## config.mk

```make
export PLATFORM = sky130hd
export DESIGN_NAME = ex_muldiv_flat
export DESIGN_NICKNAME = d
export VERILOG_FILES = /design/src/rtl/ex_muldiv_pkg.sv /design/src/rtl/ex_muldiv_if.sv /design/src/rtl/ex_muldiv_div_radix2.sv /design/src/rtl/ex_muldiv.sv /design/src/flat_wrapper.sv
export SDC_FILE = /design/constraint.sdc
export NUM_CORES = 2
export LEC_CHECK = 0
export ABC_AREA = 1
export BUFFER_PORTS_ARGS = -buffer_cell sky130_fd_sc_hd__buf_2
export CORE_MARGIN = 2
export CORE_UTILIZATION = 55
export CTS_BUF_LIST = sky130_fd_sc_hd__clkbuf_2 sky130_fd_sc_hd__clkbuf_4 sky130_fd_sc_hd__clkbuf_8
export CTS_CLUSTER_SIZE = 14
export DETAILED_ROUTE_END_ITERATION = 10
export PLACE_DENSITY = 0.71
export SLEW_MARGIN = 20
export SYNTH_ARGS = -nofsm -noshare
export SYNTH_HDL_FRONTEND = slang
export SYNTH_SLANG_ARGS = --single-unit
```

## constraint.sdc

```tcl
create_clock -name clk -period 12.2 [get_ports clk]
set_input_delay 1.22 -clock clk [delete_from_list [all_inputs] [get_ports clk]]
set_output_delay 1.22 -clock clk [all_outputs]
set_load 0.005 [all_outputs]
```

## src/rtl/ex_muldiv_pkg.sv

```systemverilog
`default_nettype none
// ============================================================================
//  Module      : ex_muldiv_pkg
//  Description : Shared encodings for the RV32M multiply/divide unit:
//                func3 operation codes, M-extension func7 and FSM states.
//  Revision    : 1.0 - initial release
// ============================================================================
package ex_muldiv_pkg;

    localparam logic [2:0] INST_MUL    = 3'b000;
    localparam logic [2:0] INST_MULH   = 3'b001;
    localparam logic [2:0] INST_MULHSU = 3'b010;
    localparam logic [2:0] INST_MULHU  = 3'b011;
    localparam logic [2:0] INST_DIV    = 3'b100;
    localparam logic [2:0] INST_DIVU   = 3'b101;
    localparam logic [2:0] INST_REM    = 3'b110;
    localparam logic [2:0] INST_REMU   = 3'b111;

    localparam logic [6:0] INST_FUNC7_M = 7'b0000001;

    typedef enum logic [1:0] {
        MD_IDLE = 2'd0,
        MD_MUL  = 2'd1,
        MD_DIV  = 2'd2,
        MD_DONE = 2'd3
    } md_state_e;

    // DIV and REM treat operands as two's complement; DIVU and REMU do not.
    function automatic logic div_is_signed(input logic [2:0] func3);
        return ~func3[0];
    endfunction

endpackage
`default_nettype wire

```

## src/rtl/ex_muldiv_if.sv

```systemverilog
`default_nettype none
// ============================================================================
//  Module      : ex_muldiv_if
//  Description : Issue / stall / writeback bundle between execute, ctrl and
//                the multiply/divide unit.
//  Revision    : 1.0 - initial release
// ============================================================================
interface ex_muldiv_if #(
    parameter int XLEN = 32
);
    logic            start_i;
    logic [2:0]      func3_i;
    logic [XLEN-1:0] op1_i;
    logic [XLEN-1:0] op2_i;
    logic [4:0]      rd_addr_i;
    logic            flush_i;
    logic            hold_flag_o;
    logic            busy_o;
    logic            rd_wen_o;
    logic [4:0]      rd_addr_o;
    logic [XLEN-1:0] rd_data_o;

    // Pipeline side: issues ops and flushes, consumes stall and writeback.
    modport master (
        output start_i, func3_i, op1_i, op2_i, rd_addr_i, flush_i,
        input  hold_flag_o, busy_o, rd_wen_o, rd_addr_o, rd_data_o
    );

    // Unit side.
    modport slave (
        input  start_i, func3_i, op1_i, op2_i, rd_addr_i, flush_i,
        output hold_flag_o, busy_o, rd_wen_o, rd_addr_o, rd_data_o
    );

endinterface
`default_nettype wire

```

## src/rtl/ex_muldiv_div_radix2.sv

```systemverilog
`default_nettype none
// ============================================================================
//  Module      : div_radix2
//  Description : Iterative restoring radix-2 unsigned divider, one quotient
//                bit per cycle. The last iteration is presented
//                combinationally together with done so the caller can
//                register the final result on the same edge.
//  Revision    : 1.0 - initial release
// ============================================================================
module div_radix2 #(
    parameter int XLEN = 32
) (
    input  wire logic            clk,
    input  wire logic            rst,
    input  wire logic            start,
    input  wire logic            abort,
    input  wire logic [XLEN-1:0] dividend,
    input  wire logic [XLEN-1:0] divisor,
    output logic      [XLEN-1:0] quotient,
    output logic      [XLEN-1:0] remainder,
    output logic                 done
);

    localparam int            CW        = $clog2(XLEN + 1);
    localparam logic [CW-1:0] LAST_ITER = CW'(XLEN - 1);

    logic            busy;
    logic [CW-1:0]   iter;
    logic [XLEN-1:0] quo;      // dividend bits shift out, quotient bits shift in
    logic [XLEN-1:0] rem;
    logic [XLEN-1:0] dsr;
    logic [XLEN:0]   shifted;
    logic [XLEN:0]   diff;
    logic [XLEN-1:0] quo_next;
    logic [XLEN-1:0] rem_next;

    // One restoring step: trial-subtract the divisor from the shifted partial remainder.
    always_comb begin
        shifted = {rem, quo[XLEN-1]};
        diff    = shifted - {1'b0, dsr};
        if (!diff[XLEN]) begin
            rem_next = diff[XLEN-1:0];
            quo_next = {quo[XLEN-2:0], 1'b1};
        end else begin
            rem_next = shifted[XLEN-1:0];
            quo_next = {quo[XLEN-2:0], 1'b0};
        end
    end

    // Iteration registers; abort drops the operation immediately.
    always_ff @(posedge clk or posedge rst) begin
        if (rst) begin
            busy <= 1'b0;
            iter <= '0;
            quo  <= '0;
            rem  <= '0;
            dsr  <= '0;
        end else if (abort) begin
            busy <= 1'b0;
            iter <= '0;
        end else if (start) begin
            busy <= 1'b1;
            iter <= '0;
            quo  <= dividend;
            rem  <= '0;
            dsr  <= divisor;
        end else if (busy) begin
            quo <= quo_next;
            rem <= rem_next;
            if (iter == LAST_ITER) begin
                busy <= 1'b0;
                iter <= '0;
            end else begin
                iter <= iter + CW'(1);
            end
        end
    end

    assign quotient  = quo_next;
    assign remainder = rem_next;
    assign done      = busy & (iter == LAST_ITER);

endmodule
`default_nettype wire

```

## src/rtl/ex_muldiv.sv

```systemverilog
`default_nettype none
// ============================================================================
//  Module      : ex_muldiv
//  Description : Multi-cycle RV32M multiply/divide unit. Stalls the pipeline
//                while working and returns the result as a one-cycle rd
//                write. Signed handling and divide special cases live here;
//                the unsigned iteration lives in div_radix2.
//  Revision    : 1.0 - initial release
// ============================================================================
module ex_muldiv
    import ex_muldiv_pkg::*;
#(
    parameter int XLEN    = 32,
    parameter int MUL_LAT = 2
) (
    input  wire logic  clk,
    input  wire logic  rst,
    ex_muldiv_if.slave bus
);

    localparam logic [XLEN-1:0] MOST_NEG     = {1'b1, {(XLEN-1){1'b0}}};
    localparam logic [2:0]      MUL_CNT_INIT = (MUL_LAT >= 2) ? 3'(MUL_LAT - 2) : 3'd0;

    md_state_e         state;
    md_state_e         state_next;
    logic              accept;

    logic [2:0]        func3_q;
    logic [XLEN-1:0]   op1_q;
    logic [XLEN-1:0]   op2_q;
    logic [4:0]        rd_addr_q;
    logic              neg_quo;
    logic              neg_rem;
    logic [2:0]        mul_cnt;
    logic [XLEN-1:0]   result_q;

    logic [2:0]        f_sel;
    logic [XLEN-1:0]   a_sel;
    logic [XLEN-1:0]   b_sel;

    logic [2*XLEN-1:0] mul_a;
    logic [2*XLEN-1:0] mul_b;
    logic [2*XLEN-1:0] product;
    logic [XLEN-1:0]   mul_result;

    logic              is_div;
    logic              div_signed;
    logic              div_by_zero;
    logic              div_overflow;
    logic              div_special;
    logic [XLEN-1:0]   special_result;
    logic              a_neg;
    logic              b_neg;
    logic [XLEN-1:0]   mag_a;
    logic [XLEN-1:0]   mag_b;

    logic              div_start;
    logic              div_done;
    logic [XLEN-1:0]   div_quo;
    logic [XLEN-1:0]   div_rem;
    logic [XLEN-1:0]   div_raw;
    logic [XLEN-1:0]   div_result;

    assign accept = bus.start_i & (state == MD_IDLE) & ~bus.flush_i;

    // In IDLE the operation is still on the issue port; afterwards use the latched copy.
    assign f_sel = (state == MD_IDLE) ? bus.func3_i : func3_q;
    assign a_sel = (state == MD_IDLE) ? bus.op1_i   : op1_q;
    assign b_sel = (state == MD_IDLE) ? bus.op2_i   : op2_q;

    // Extending to 2*XLEN and keeping the low 2*XLEN product bits equals the
    // (XLEN+1)-bit signed/unsigned product for every MUL* flavour.
    assign mul_a      = {{XLEN{(f_sel != INST_MULHU) & a_sel[XLEN-1]}}, a_sel};
    assign mul_b      = {{XLEN{(f_sel == INST_MULH)  & b_sel[XLEN-1]}}, b_sel};
    assign product    = mul_a * mul_b;
    assign mul_result = (f_sel == INST_MUL) ? product[XLEN-1:0] : product[2*XLEN-1:XLEN];

    assign is_div         = f_sel[2];
    assign div_signed     = div_is_signed(f_sel);
    assign div_by_zero    = (b_sel == '0);
    assign div_overflow   = div_signed & (a_sel == MOST_NEG) & (b_sel == '1);
    assign div_special    = div_by_zero | div_overflow;
    assign special_result = f_sel[1] ? (div_by_zero ? a_sel : '0)
                                     : (div_by_zero ? '1    : a_sel);

    assign a_neg = div_signed & a_sel[XLEN-1];
    assign b_neg = div_signed & b_sel[XLEN-1];
    assign mag_a = a_neg ? -a_sel : a_sel;
    assign mag_b = b_neg ? -b_sel : b_sel;

    assign div_start = accept & is_div & ~div_special;

    div_radix2 #(
        .XLEN (XLEN)
    ) u_div (
        .clk       (clk),
        .rst       (rst),
        .start     (div_start),
        .abort     (bus.flush_i),
        .dividend  (mag_a),
        .divisor   (mag_b),
        .quotient  (div_quo),
        .remainder (div_rem),
        .done      (div_done)
    );

    assign div_raw    = func3_q[1] ? div_rem : div_quo;
    assign div_result = (func3_q[1] ? neg_rem : neg_quo) ? -div_raw : div_raw;

    // FSM state register.
    always_ff @(posedge clk or posedge rst) begin
        if (rst) begin
            state <= MD_IDLE;
        end else begin
            state <= state_next;
        end
    end

    // FSM next state: flush wins over any progress or completion.
    always_comb begin
        state_next = state;
        case (state)
            MD_IDLE: begin
                if (accept) begin
                    if (!is_div) begin
                        state_next = (MUL_LAT == 1) ? MD_DONE : MD_MUL;
                    end else if (div_special) begin
                        state_next = MD_DONE;
                    end else begin
                        state_next = MD_DIV;
                    end
                end
            end
            MD_MUL: begin
                if (bus.flush_i) begin
                    state_next = MD_IDLE;
                end else if (mul_cnt == 3'd0) begin
                    state_next = MD_DONE;
                end
            end
            MD_DIV: begin
                if (bus.flush_i) begin
                    state_next = MD_IDLE;
                end else if (div_done) begin
                    state_next = MD_DONE;
                end
            end
            default: begin
                state_next = MD_IDLE;
            end
        endcase
    end

    // Operand capture, latency countdown and result register.
    always_ff @(posedge clk or posedge rst) begin
        if (rst) begin
            func3_q   <= '0;
            op1_q     <= '0;
            op2_q     <= '0;
            rd_addr_q <= '0;
            neg_quo   <= 1'b0;
            neg_rem   <= 1'b0;
            mul_cnt   <= '0;
            result_q  <= '0;
        end else if (accept) begin
            func3_q   <= bus.func3_i;
            op1_q     <= bus.op1_i;
            op2_q     <= bus.op2_i;
            rd_addr_q <= bus.rd_addr_i;
            neg_quo   <= a_neg ^ b_neg;
            neg_rem   <= a_neg;
            mul_cnt   <= MUL_CNT_INIT;
            if (!is_div && (MUL_LAT == 1)) begin
                result_q <= mul_result;
            end else if (is_div && div_special) begin
                result_q <= special_result;
            end
        end else if ((state == MD_MUL) && !bus.flush_i) begin
            if (mul_cnt == 3'd0) begin
                result_q <= mul_result;
            end else begin
                mul_cnt <= mul_cnt - 3'd1;
            end
        end else if ((state == MD_DIV) && !bus.flush_i && div_done) begin
            result_q <= div_result;
        end
    end

    assign bus.hold_flag_o = accept | (state == MD_MUL) | (state == MD_DIV);
    assign bus.busy_o      = (state != MD_IDLE);
    assign bus.rd_wen_o    = (state == MD_DONE) & ~bus.flush_i & (rd_addr_q != 5'd0);
    assign bus.rd_addr_o   = rd_addr_q;
    assign bus.rd_data_o   = result_q;

endmodule
`default_nettype wire
```

## src/flat_wrapper.sv

```systemverilog
// flat-port wrapper written by rule: the top's interface ports become plain ports
module ex_muldiv_flat import ex_muldiv_pkg::*;
#(
    parameter int XLEN    = 32,
    parameter int MUL_LAT = 2
)
  (clk, rst, bus_start_i, bus_func3_i, bus_op1_i, bus_op2_i, bus_rd_addr_i, bus_flush_i, bus_hold_flag_o, bus_busy_o, bus_rd_wen_o, bus_rd_addr_o, bus_rd_data_o);
  ex_muldiv_if #(.XLEN(XLEN)) bus_i ();
  input  wire logic clk;
  input  wire logic rst;
  input wire logic [$bits(bus_i.start_i)-1:0] bus_start_i;
  input wire logic [$bits(bus_i.func3_i)-1:0] bus_func3_i;
  input wire logic [$bits(bus_i.op1_i)-1:0] bus_op1_i;
  input wire logic [$bits(bus_i.op2_i)-1:0] bus_op2_i;
  input wire logic [$bits(bus_i.rd_addr_i)-1:0] bus_rd_addr_i;
  input wire logic [$bits(bus_i.flush_i)-1:0] bus_flush_i;
  output wire logic [$bits(bus_i.hold_flag_o)-1:0] bus_hold_flag_o;
  output wire logic [$bits(bus_i.busy_o)-1:0] bus_busy_o;
  output wire logic [$bits(bus_i.rd_wen_o)-1:0] bus_rd_wen_o;
  output wire logic [$bits(bus_i.rd_addr_o)-1:0] bus_rd_addr_o;
  output wire logic [$bits(bus_i.rd_data_o)-1:0] bus_rd_data_o;
  assign bus_i.start_i = bus_start_i;
  assign bus_i.func3_i = bus_func3_i;
  assign bus_i.op1_i = bus_op1_i;
  assign bus_i.op2_i = bus_op2_i;
  assign bus_i.rd_addr_i = bus_rd_addr_i;
  assign bus_i.flush_i = bus_flush_i;
  assign bus_hold_flag_o = bus_i.hold_flag_o;
  assign bus_busy_o = bus_i.busy_o;
  assign bus_rd_wen_o = bus_i.rd_wen_o;
  assign bus_rd_addr_o = bus_i.rd_addr_o;
  assign bus_rd_data_o = bus_i.rd_data_o;
  ex_muldiv #(.XLEN(XLEN), .MUL_LAT(MUL_LAT)) u_core (.clk(clk), .rst(rst), .bus(bus_i));
endmodule
```

### Word level (Yosys, flattened, before mapping)

Index checks and enable logic that the tools add are counted.

* reductions and logical operators: 20
* divide/modulo/power cells: 0
* shifts and indexed selects: 0
* multiply operators: 1
* bitwise logic cells: 20
* equality and inequality tests: 14
* add/sub/neg operators: 6
* magnitude comparators: 0
* mux-type cells: 42

Operator list (number)
* two-way mux 32 bit: 20
* negation 32 bit: 3
* == test 32 bit, second input constant: 2
* multiplier 33 x 33 -> 64 bit: 1
* subtractor 33 x 32 -> 33 bit: 1
* zero test 32 bit: 1
* two-way mux 6 bit: 4
* bitwise AND 1 bit: 13
* two-way mux 2 bit: 6
* two-way mux 3 bit: 4
* != test 3 x 2 -> 1 bit, second input constant: 3
* two-way mux 1 bit: 7
* adder 6 x 1 -> 6 bit, second input constant: 1
* == test 6 x 5 -> 1 bit, second input constant: 1
* zero test 3 bit: 2
* one-hot mux 2 bit (3 select lines): 1
* AND reduction 2 bit: 3
* AND reduction 3 bit: 2
* nonzero test 2 bit: 3
* nonzero test 3 bit: 2
* nonzero test 5 bit: 1
* == test 2 bit, second input constant: 2
* logical AND 1 bit: 4
* != test 2 x 1 -> 1 bit, second input constant: 2
* other kinds (10): 14

* bits in read-only memories: 0
* bits in latches: 0
* RAM bits: 0
* word-level logic and storage cells: 117
* memories: 0
* register bits after elaboration: 214
* input bits: 76

### Longest topological paths before layout

* depth in word-level cells: 10
* depth in mapped cells: 45
* depth with buffers taken out: 41

### Hierarchy

A second synthesis with hierarchy kept.

* cell total of the unflattened synthesis: 7490
* area total of the unflattened synthesis: 55983.7 sq um

By module, submodules not included
* ex_muldiv: times used 1, cells each 6280, area each 48235.0 sq um, sequential area each 2777.7 sq um
* div_radix2: times used 1, cells each 1210, area each 7748.7 sq um, sequential area each 2577.5 sq um

### Least setup slack after synthesis

No wires, ideal clock.

* path kind: input to register
* start point: input port bus_func3_i[0]
* end point: register u_core.result_q[28] (netlist: u_core.bus.rd_data_o[28])
* setup time: 0.077 ns
* stages: 37
* path slack: 3.174 ns
* data required time: 12.123 ns
* arrival: 8.948 ns
* cell sequence: nand2_1 > o21ai_1 > inv_1 > nor2_2 > o21ai_1 > inv_2 > clkbuf_1 > nor2_1 > fa_1 > inv_1 > fa_1 > inv_1 > fa_1 > fa_1 > inv_1 > fa_1 > inv_1 > fa_1 > inv_1 > fa_1 > fa_1 > inv_1 > ha_1 > a21oi_1 > inv_1 > a31oi_1 > o21ai_0 > a221oi_1 > o21ai_0 > a21oi_1 > xor2_1 > nand2_1 > o21ai_0 > nand2_1 > nand2_1 > nand2_1 > a21oi_1

* word-level cells in the longest chain between the ends: 8
* elaborated cells on any way between the ends: 18
* those cells by class: mul (1); eq/ne (3); mux (5); bitwise (6); reduce/logical (3)

RTL lines
* start, declared: line flat_wrapper.sv:12 `input wire logic [$bits(bus_i.func3_i)-1:0] bus_func3_i;`
* two-way mux 3 bit (*): line ex_muldiv.sv:67 `assign f_sel = (state == MD_IDLE) ? bus.func3_i : func3_q;`
* != test 3 x 2 -> 1 bit (tied with other cells): line ex_muldiv.sv:73 `assign mul_a = {{XLEN{(f_sel != INST_MULHU) & a_sel[XLEN-1]}}, a_sel};`
* bitwise AND 1 bit, on equally long branches: line ex_muldiv.sv:73, ex_muldiv.sv:74, ex_muldiv.sv:81
* multiplier 33 x 33 -> 64 bit / bitwise AND 1 bit (equally long branches): line ex_muldiv.sv:75, ex_muldiv.sv:81
* two-way mux 32 bit / OR 1 bit (equally long branches): line ex_muldiv.sv:76, ex_muldiv.sv:82
* two-way mux 32 bit / logical AND 1 bit (equally long branches): line ex_muldiv.sv:179, ex_muldiv.sv:175
* two-way mux 32 bit / != test 2 bit (equally long branches)
* two-way mux 32 bit / AND reduction 3 bit (equally long branches)
* end signal, assigned: line ex_muldiv.sv:176 `result_q <= special_result;`
* end signal, assigned: line ex_muldiv.sv:180 `result_q <= mul_result;`
* end signal, assigned: line ex_muldiv.sv:185 `result_q <= div_result;`
* end, declared: line ex_muldiv.sv:35 `logic [XLEN-1:0] result_q;`

Every way passes the cells marked *; elsewhere a longest branch is shown, timed or not. The select of a mux whose other input is x is not followed.
A chain may end at the register's enable or synchronous reset.

### Worst setup path in the final report

* start point: register u_core.state[0]
* end point: register u_core.result_q[18] (netlist: u_core.bus.rd_data_o[18])

* word-level cells in the longest chain between the ends: 9
* elaborated cells on any way between the ends: 37
* those cells by class: mul (1); eq/ne (8); mux (11); bitwise (8); reduce/logical (9)

RTL lines
* start, declared: line ex_muldiv.sv:24 `md_state_e state;`
* start signal, assigned: line ex_muldiv.sv:115 `state <= state_next;`
* zero test 2 bit
* two-way mux 3 bit / two-way mux 32 bit (equally long branches): line ex_muldiv.sv:67, ex_muldiv.sv:68
* != test 3 x 2 -> 1 bit (tied with other cells): line ex_muldiv.sv:73
* bitwise AND 1 bit, on equally long branches: line ex_muldiv.sv:73, ex_muldiv.sv:74, ex_muldiv.sv:81
* multiplier 33 x 33 -> 64 bit / bitwise AND 1 bit (equally long branches): line ex_muldiv.sv:75, ex_muldiv.sv:81
* two-way mux 32 bit / OR 1 bit (equally long branches): line ex_muldiv.sv:76, ex_muldiv.sv:82
* two-way mux 32 bit / logical AND 1 bit (equally long branches): line ex_muldiv.sv:179, ex_muldiv.sv:175
* two-way mux 32 bit / != test 2 bit (equally long branches)
* two-way mux 32 bit / AND reduction 3 bit (equally long branches)

Parallel ways exist; a longest one is shown, timed or not. The select of a mux whose other input is x is not followed.

==> results.json <==
{
  "status": "completed",
  "dr.pass1.iters": 7,
  "vias": 49500,
  "grt_pass1_wl_um": 319000,
  "fmax_ghz": 0.0842,
  "worst-endpoint-required_ns": 12.74,
  "critPathTopFamily": "adder cells",
  "r2r_cells": 35,
  "synth_seq_cells": 214,
  "clock_sinks": 214,
  "timing.max_cap.violations": 0,
  "overflow": 0,
  "die_h_um": 320,
  "period_needed_ns": 11.88,
  "final_hold_viol_count": 0,
  "portBuffers": 115,
  "dp_slack_ns": 0.895,
  "row_count": 116,
  "cp.depth": 35,
  "synth_edf_count": 0,
  "cpPeakStageDelay_ns": 0.86,
  "cts_buffer_depth": 3,
  "postCtsSetupBuffers": 0,
  "async_flop_share_pct": 100,
  "routed_wl_um": 213000,
  "synth.distinct_cells": 67,
  "grt_pass1_vias": 50000,
  "crit_fanout": 42,
  "slew_viol_final": 0,
  "ys_warn_count": 0,
  "dpl.hpwl_um": 172000,
  "pin_count": 116,
  "final_common_cell": "nand2_1",
  "final_cell_mix": "1722 x nand2_1, 1619 x inv_1, 1126 x fa_1",
  "slowest_stage": "o311ai_1",
  "syn_inst": 7154,
  "nNetsFinal": 8570,
  "crit_buf_inv": 10,
  "worstSetupPathType": "register to register",
  "grt_max_degree": 82,
  "worst_slack_ns": 0.324,
  "antenna_found_initial": 16,
  "end_kind": "register",
  "hold_class": "register to register",
  "root_buffer": "clkbuf_8",
  "cts_tree": "built",
  "die_area_um2": 103000,
  "routed_via_density": 5.86,
  "cts_resized": 0,
  "ant_nets": 0,
  "tns_ns": 0,
  "ys.flop_type": "dfrtp_1",
  "rsz0062_at_grt": "no",
  "path_clk_slew_ns": 0.06,
  "maxSlewHeadroom_pct": 14.5,
  "numCtsBuffers": 40,
  "syn_to_final_growth_pct": 4.82,
  "h-tree-depth": 2,
  "final_layout_size_suffix_gt1_share_pct": 6.44,
  "synth-seq-area-share_pct": 9.73,
  "postLayoutCellArea_um2": 57700,
  "remaining_drc_errors": 0,
  "worst_slew_pin_slew_ns": 1.28,
  "start_kind": "register",
  "fp.coreArea_um2": 99600,
  "min_period_over_period_pct": 97.3,
  "holdBufCountCts": 0,
  "clk_latency_ns": 0.62,
  "avgRoutedWirePerCell_um": 25.3,
  "syn_avg_cell_area_um2": 7.69,
  "place_area_um2": 56800,
  "setup_violations": 0,
  "synth_area_um2": 55000,
  "drt_iter0_drc": 5593,
  "worst_hold_slack_ns": 0.487,
  "worstHoldPathCells": 2,
  "start_util_pct": 55.3,
  "skew_ns": 0.0260,
  "die_w_um": 320,
  "critical_path_arrival_ns": 12.41,
  "place.gp.congestion": 1.10,
  "syn-num-nets": 8612,
  "grt_use_total_pct": 42.4
}
[sequential cells by signal (all words and copies together), names as in the netlist, 2 cells and up]
name,count
u_core.op1_q,32
u_core.u_div.iter,6
u_core.u_div.rem,32
u_core.state,2
u_core.mul_cnt,3
u_core.func3_q,3
u_core.op2_q,32
u_core.bus.rd_addr_o,5
u_core.u_div.dsr,32
u_core.u_div.quo,32
u_core.bus.rd_data_o,32
[worst register-to-register path, delay by kind of cell (launching register included)]
family / cells / cell delay, ns
simple gates: 9 / 1.43
flops: 1 / 0.42
fa+ha+maj: 10 / 4.98
buf+inv: 10 / 2.35
compound gates: 6 / 2.62
[worst paths after layout]
path | from | to | slack [ns]
worst min register to register | u_core.u_div.dsr[13] | u_core.u_div.dsr[13] | 0.49
worst max-delay path | u_core.state[0] | u_core.bus.rd_data_o[18] | 0.32
max in group asynchronous | rst | u_core.op1_q[25] | 10.12
min in group asynchronous | rst | u_core.u_div.rem[5] | 0.68
worst min-delay path | u_core.u_div.dsr[13] | u_core.u_div.dsr[13] | 0.49
worst max register to register | u_core.state[0] | u_core.bus.rd_data_o[18] | 0.32
[metal layers]
metal  share of wire [%]  global-route usage [%]  vias up
li1                    -                       -    21100
met1                  36                    53.9    24400
met2                  43                    63.2     3256
met3                  14                    14.7      806
met4                 7.8                    24.1       20
met5               0.059                       0        -
[final cells by class]
cell class / count / area, um^2
Inverter: 1679 / 6310
Clock buffer: 61 / 764
Timing Repair Buffer: 226 / 1420
Sequential cell: 214 / 5360
Clock inverter: 12 / 120
Fill cell: 9323 / 41900
Tap cell: 1298 / 1620
Antenna cell: 6 / 15.0
Multi-Input combinational cell: 4951 / 42100
[synthesized netlist by cell type, types with 25 or more instances]
master,n,area (um^2)
a21oi_1,232,1160
a31oi_1,33,206
buf_1,26,97.6
clkbuf_1,226,848
dfrtp_1,214,5360
fa_1,1126,22500
ha_1,256,3200
inv_1,1621,6080
inv_2,42,158
nand2_1,1722,6460
nand3_1,203,1020
nand4_1,42,263
nor2_1,620,2330
nor3_1,25,125
o21ai_0,280,1400
o21ai_1,64,320
o21ai_2,31,272
xor2_1,87,762
[metrics by stage]
stage / instances / util (%)
3_5_place_dp: 8368 / 57.0
3_3_place_gp: 8368 / 57.0
6_report: 8447 / 57.9
2_1_floorplan: 7154 / -
4_1_cts: 8441 / 57.9
5_1_grt: 8444 / 57.9
[cell families (layout without fill, tap and decap cells)]
| logic type | Yosys count | in the layout | share of synthesized area, % |
|---|---|---|---|
| flops | 214 | 214 | 9.73 |
| simple gates | 2703 | 2703 | 19.8 |
| mux | 1 | 1 | 0.0182 |
| xor+xnor | 107 | 107 | 1.70 |
| fa+ha+maj | 1399 | 1399 | 47.1 |
| compound gates | 741 | 741 | 7.60 |
| other cells | 0 | 6 | 0 |
| buf+inv | 1989 | 1978 | 14.0 |
Power is not shown: default switching activity piles up to over one toggle a cycle in this logic, so the estimate is an artifact.
